### src/rtl/keypad_scanner.sv
// 4x4 matrix keypad scanner: rotates a one-hot row drive, debounces a single
// closed contact on press and release, and reports the held key with a press strobe.
module keypad_scanner #(
  parameter int SCAN_DIV        = 4,
  parameter int DEBOUNCE_CYCLES = 16
) (
  input  logic       clk,
  input  logic       Rst,
  input  logic [3:0] columns,
  output logic [3:0] rows,
  output logic [7:0] cur_key,
  output logic       strobe
);

  localparam int SLOT_W = (SCAN_DIV > 2) ? $clog2(SCAN_DIV) : 2;
  localparam int DEB_W  = (DEBOUNCE_CYCLES > 1) ? $clog2(DEBOUNCE_CYCLES + 1) : 1;
  localparam logic [SLOT_W-1:0] SLOT_LAST = SLOT_W'(SCAN_DIV - 1);
  localparam logic [DEB_W-1:0]  DEB_DONE  = DEB_W'(DEBOUNCE_CYCLES);

  typedef enum logic [1:0] {
    SCAN     = 2'd0,
    DEBOUNCE = 2'd1,
    HELD     = 2'd2
  } state_t;

  state_t            state_r, state_s;
  logic [3:0]        col_meta_r, scol_r;
  logic [SLOT_W-1:0] slot_r, slot_s;
  logic [DEB_W-1:0]  cnt_r, cnt_s;
  logic [3:0]        rows_r, rows_s;
  logic [7:0]        cand_r, cand_s;
  logic [7:0]        cur_key_r, cur_key_s;
  logic              strobe_r, strobe_s;

  function automatic logic is_one_hot(input logic [3:0] v);
    return (v != 4'd0) && ((v & (v - 4'd1)) == 4'd0);
  endfunction

  function automatic logic [3:0] next_row(input logic [3:0] v);
    return {v[0], v[3:1]};
  endfunction

  // Two-flop synchronizer for the raw column sense lines.
  always_ff @(posedge clk or posedge Rst) begin
    if (Rst) begin
      col_meta_r <= 4'd0;
      scol_r     <= 4'd0;
    end else begin
      col_meta_r <= columns;
      scol_r     <= col_meta_r;
    end
  end

  // Next-state and next-output logic; cnt_s doubles as press and release counter.
  always_comb begin
    state_s   = state_r;
    slot_s    = slot_r;
    cnt_s     = cnt_r;
    rows_s    = rows_r;
    cand_s    = cand_r;
    cur_key_s = cur_key_r;
    strobe_s  = 1'b0;
    case (state_r)
      SCAN: begin
        if (slot_r == SLOT_LAST) begin
          slot_s = SLOT_W'(0);
          cnt_s  = DEB_W'(0);
          if (is_one_hot(scol_r)) begin
            cand_s  = {rows_r, scol_r};
            state_s = DEBOUNCE;
          end else begin
            rows_s = next_row(rows_r);
          end
        end else begin
          slot_s = slot_r + SLOT_W'(1);
        end
      end
      DEBOUNCE: begin
        if (scol_r != cand_r[3:0]) begin
          state_s = SCAN;
          slot_s  = SLOT_W'(0);
          cnt_s   = DEB_W'(0);
          rows_s  = next_row(rows_r);
        end else if (cnt_r == DEB_DONE) begin
          state_s   = HELD;
          cnt_s     = DEB_W'(0);
          cur_key_s = cand_r;
          strobe_s  = 1'b1;
        end else begin
          cnt_s = cnt_r + DEB_W'(1);
        end
      end
      HELD: begin
        // Any contact on the frozen row, even another column, restarts release timing.
        if (scol_r != 4'd0) begin
          cnt_s = DEB_W'(0);
        end else if (cnt_r == DEB_DONE) begin
          state_s   = SCAN;
          slot_s    = SLOT_W'(0);
          cnt_s     = DEB_W'(0);
          cur_key_s = 8'd0;
          rows_s    = next_row(rows_r);
        end else begin
          cnt_s = cnt_r + DEB_W'(1);
        end
      end
      default: begin
        state_s   = SCAN;
        slot_s    = SLOT_W'(0);
        cnt_s     = DEB_W'(0);
        rows_s    = 4'b1000;
        cand_s    = 8'd0;
        cur_key_s = 8'd0;
      end
    endcase
  end

  // State, counters and registered outputs.
  always_ff @(posedge clk or posedge Rst) begin
    if (Rst) begin
      state_r   <= SCAN;
      slot_r    <= SLOT_W'(0);
      cnt_r     <= DEB_W'(0);
      rows_r    <= 4'b1000;
      cand_r    <= 8'd0;
      cur_key_r <= 8'd0;
      strobe_r  <= 1'b0;
    end else begin
      state_r   <= state_s;
      slot_r    <= slot_s;
      cnt_r     <= cnt_s;
      rows_r    <= rows_s;
      cand_r    <= cand_s;
      cur_key_r <= cur_key_s;
      strobe_r  <= strobe_s;
    end
  end

  assign rows    = rows_r;
  assign cur_key = cur_key_r;
  assign strobe  = strobe_r;

endmodule

### config.mk
export PLATFORM = sky130hd
export DESIGN_NAME = keypad_scanner
export DESIGN_NICKNAME = d
export VERILOG_FILES = /design/src/rtl/keypad_scanner.sv
export SDC_FILE = /design/constraint.sdc
export NUM_CORES = 1
export LEC_CHECK = 0
export ABC_AREA = 0
export ABC_CLOCK_PERIOD_IN_PS = 1950
export CORE_MARGIN = 2
export CORE_UTILIZATION = 25
export DETAILED_ROUTE_END_ITERATION = 12
export HOLD_SLACK_MARGIN = 0.06
export PLACE_DENSITY_LB_ADDON = 0.25
export SYNTH_ARGS = -nofsm -noshare
export SYNTH_HDL_FRONTEND = slang
export SYNTH_SLANG_ARGS = --single-unit
### constraint.sdc
create_clock -name clk -period 1.95 [get_ports clk]
set_input_delay 0.585 -clock clk [delete_from_list [all_inputs] [get_ports clk]]
set_output_delay 0.585 -clock clk [all_outputs]
set_load 0.01 [all_outputs]
==> out/results.txt, run 1 <==
Starting DRT DRC Count: 75
post-detailed-route count of antenna-violating nets: 0
CTS root buffer: clkbuf_8
clk sinks: 38
peak supply drop: 0.252 mV
Clock H-tree levels: 2
period utilization: 102%
Worst Hold Depth: 0
area growth from synthesis to layout: 30.9%
critical path required time: 2.13 ns
CTS tree: done
Yosys reg bits: 38
type of origin of the critical path: flip-flop
Post-DP Area: 2180 µm²
Place WS: -0.0386 ns
Post-Synthesis Cells: 157
Worst-Skew Late Latency: 0.29 ns
Static Leak: 0.994 nW
Design Area, Final: 2310 µm²
fmax: 502 MHz
GRT overflow: 0
DP Wirelength: 2.40 mm
worst path cell trace: xor2_1 -> or4_4 -> or2_4 -> o211ai_2 -> mux2_4
CTS Hold Bufs: 0
wire length per cell: 11.4 µm
initial antenna violation count: 0
setup ws final: -0.0436 ns
GRT Total Usage: 9.50%
Synth Flop Type: dfrtp_1
Initial DRT Pass Iterations: 4
syn avg cell area: 11.2 µm²
Max clock buf depth: 2
clock slew at reported path FFs: 0.08 ns
max-cap viol count: 0
RR Endpoint: state_r[0]$_DFFE_PP0P_
r2r setup slk: -0.04 ns
Yosys top cell area share: 52.6%
Post-synth EDFFs: 0
RSZ-0062 raised after global routing: true
total CTS buffers: 5
Antenna diodes: 0
Final Max Tran Viols: 0
async set or reset register ratio after synthesis: 100%
Final min period: 1.99 ns
number of synthesis warnings: 0
Cell variety after synth: 39
Vias: 1235
fillers: 692
metal3 WL: 117 µm
Final Skew: 0.0110 ns
row count: 30
routed wl met2: 1.47 mm
Worst Hold Endpoint: scol_r[2]$_DFF_PP0_
DRC Markers: 0
final setup vio count: 1
vias in the first global route: 1213
final WL: 3.33 mm
Commonest cells post-synth: dfrtp_1, nand2_1, o21ai_0
Netlist Area Pre-Place: 1760 µm²
count leader, synth: dfrtp_1
Hold Path Class: reg2reg
post-synthesis sequential area ratio: 54.0%
M1 wire length: 1.68 mm
CP max-delay cell: or4_4
DR top layer: met4
Worst Hold Launch: col_meta_r[2]$_DFF_PP0_
Final Util: 33.9%
Core ar.: 6790 µm²
largest cells by area after synthesis: dfrtp_1, nand2_1, ha_1, o21ai_0, a22o_1
final cell count without fillers: 292
Worst Setup End Kind: flip-flop
Hold Vio Cnt, Final: 0
largest net degree at the start of global routing: 39
die area: 7730 µm²
Max transition margin: 56.8%
placed cell count: 283
I/O Pins: 19
critical path class: reg2reg
Final Wtd Congestion: 0.751
Max FO, Critical Path: 6
outcome: finished with violations
syn nets: 170
reg2reg start: scol_r[2]$_DFF_PP0_
Worst-Margin Slew: 0.639 ns
failing checks: negative setup slack
Vert. Die Dim: 87.9 µm
Port Buffers: 18
R2R cell count: 5
Avg Vias per Cell: 4.23
share of layout cells above drive strength 1: 24.0%
power per cell area: 903 nW/µm²
CP arrival: 2.18 ns
first-pass GRT wire length: 5.64 mm
area leader, netlist: dfrtp_1
max incr delay on CP: 0.56 ns
Net count, final: 208
overall die width: 87.9 µm
hold_ws: 0.354 ns
Initial Util: 25.9%
## cell usage in the layout, fill, tap and decap left out, types with 2 or more instances in the layout
cell type,instances
clkbuf_8,6
a22o_1,7
buf_4,16
o21ai_0,13
ha_1,7
nand2_1,26
mux2_4,4
xor2_1,5
o21ai_2,2
inv_1,9
dfrtp_1,34
a21oi_1,3
a31oi_1,2
nor2_1,4
dfrtp_2,3
or4_4,2
nor3_1,3
nor4b_1,2
clkdlybuf4s50_1,17
nand3_1,5
nor2b_1,3
## per-layer routing
| layer | global-route usage [%] | vias to the layer above |
|---|---|---|
| li1 | - | 626 |
| met1 | 13.1 | 584 |
| met2 | 13.9 | 21 |
| met3 | 2.92 | 4 |
| met4 | 3.78 | 0 |
| met5 | 0 | - |
## worst max-delay path, delay by kind of cell (launching register included)
family          cells  cell delay, ns
mux                 1            0.31
flops               1            0.45
simple gates        2            0.81
xor+xnor            1            0.17
compound gates      1            0.15
## area by class of cell
type	count	area [µm²]	area share, %
Sequential cell	38	956	41.5
Multi-Input combinational cell	106	782	33.9
Timing Repair Buffer	35	319	13.8
Tap cell	96	120	5.21
Clock buffer	6	82.6	3.58
Inverter	9	33.8	1.47
Clock inverter	2	12.5	0.543
## flip-flops by register name, indices dropped and copies added, names as in the netlist
| name | count |
|---|---|
| cand_r | 8 |
| state_r | 2 |
| cnt_r | 5 |
| cur_key | 8 |
| slot_r | 2 |
| col_meta_r | 4 |
| scol_r | 4 |
| strobe | 1 |
| rows | 4 |
## worst max-delay path by stage
stage | start | endpoint | slack (ns) | cells past startpoint
floorplan | scol_r[1]$_DFF_PP0_ | state_r[0]$_DFFE_PP0P_ | 0.006 | 5
global placement | scol_r[1]$_DFF_PP0_ | state_r[0]$_DFFE_PP0P_ | -0.02 | 5
detailed placement | scol_r[1]$_DFF_PP0_ | state_r[0]$_DFFE_PP0P_ | -0.04 | 5
CTS | scol_r[3]$_DFF_PP0_ | state_r[0]$_DFFE_PP0P_ | -0.04 | 5
global route | scol_r[2]$_DFF_PP0_ | state_r[0]$_DFFE_PP0P_ | -0.09 | 5
finish | scol_r[2]$_DFF_PP0_ | state_r[0]$_DFFE_PP0P_ | -0.04 | 5
## logic make-up (layout without fill, tap and decap cells)
kind of cell               after synthesis  count (layout)  synth area share, %
buffers and inverters                   13              52                 2.91
DFF                                     38              38                 54.0
xor gates and xnor gates                 5               5                 2.49
muxes                                    5               5                 3.76
adders and majority gates                7               7                 4.97
and+or+nand+nor                         53              53                 17.2
AOI/OAI and AO/OA                       36              36                 14.6
## timing repair
| item | 4_1_cts | 5_1_grt |
|---|---|---|
| setup endpoints to repair | 2 | 26 |
| pin swaps | 3 | 2 |
| resized for setup | 4 | 4 |
| setup buffers | 1 | 0 |
## through the flow
step           TNS, ns  power, mW
2_1_floorplan        0       1.28
3_3_place_gp   -0.0233       1.49
5_1_grt          -1.16       2.22
3_5_place_dp   -0.0386       1.49
4_1_cts        -0.0393       2.10
6_report       -0.0436       2.08
## power breakdown
group / switching, mW / internal [mW]
registers: 0.0414 / 0.839
logic: 0.348 / 0.286
clock network: 0.284 / 0.284
(Power assumes the default switching activity.)
==> run 2, diff against run 1 <==
--- a/config.mk
+++ b/config.mk
@@ -7,6 +7,7 @@
 export LEC_CHECK = 0
 export ABC_AREA = 0
 export ABC_CLOCK_PERIOD_IN_PS = 1950
+export CAP_MARGIN = 20
 export CORE_MARGIN = 2
 export CORE_UTILIZATION = 25
 export DETAILED_ROUTE_END_ITERATION = 12
==> results of run 2 <==
Final layout, timing and power as in run 1 (identical DEF).
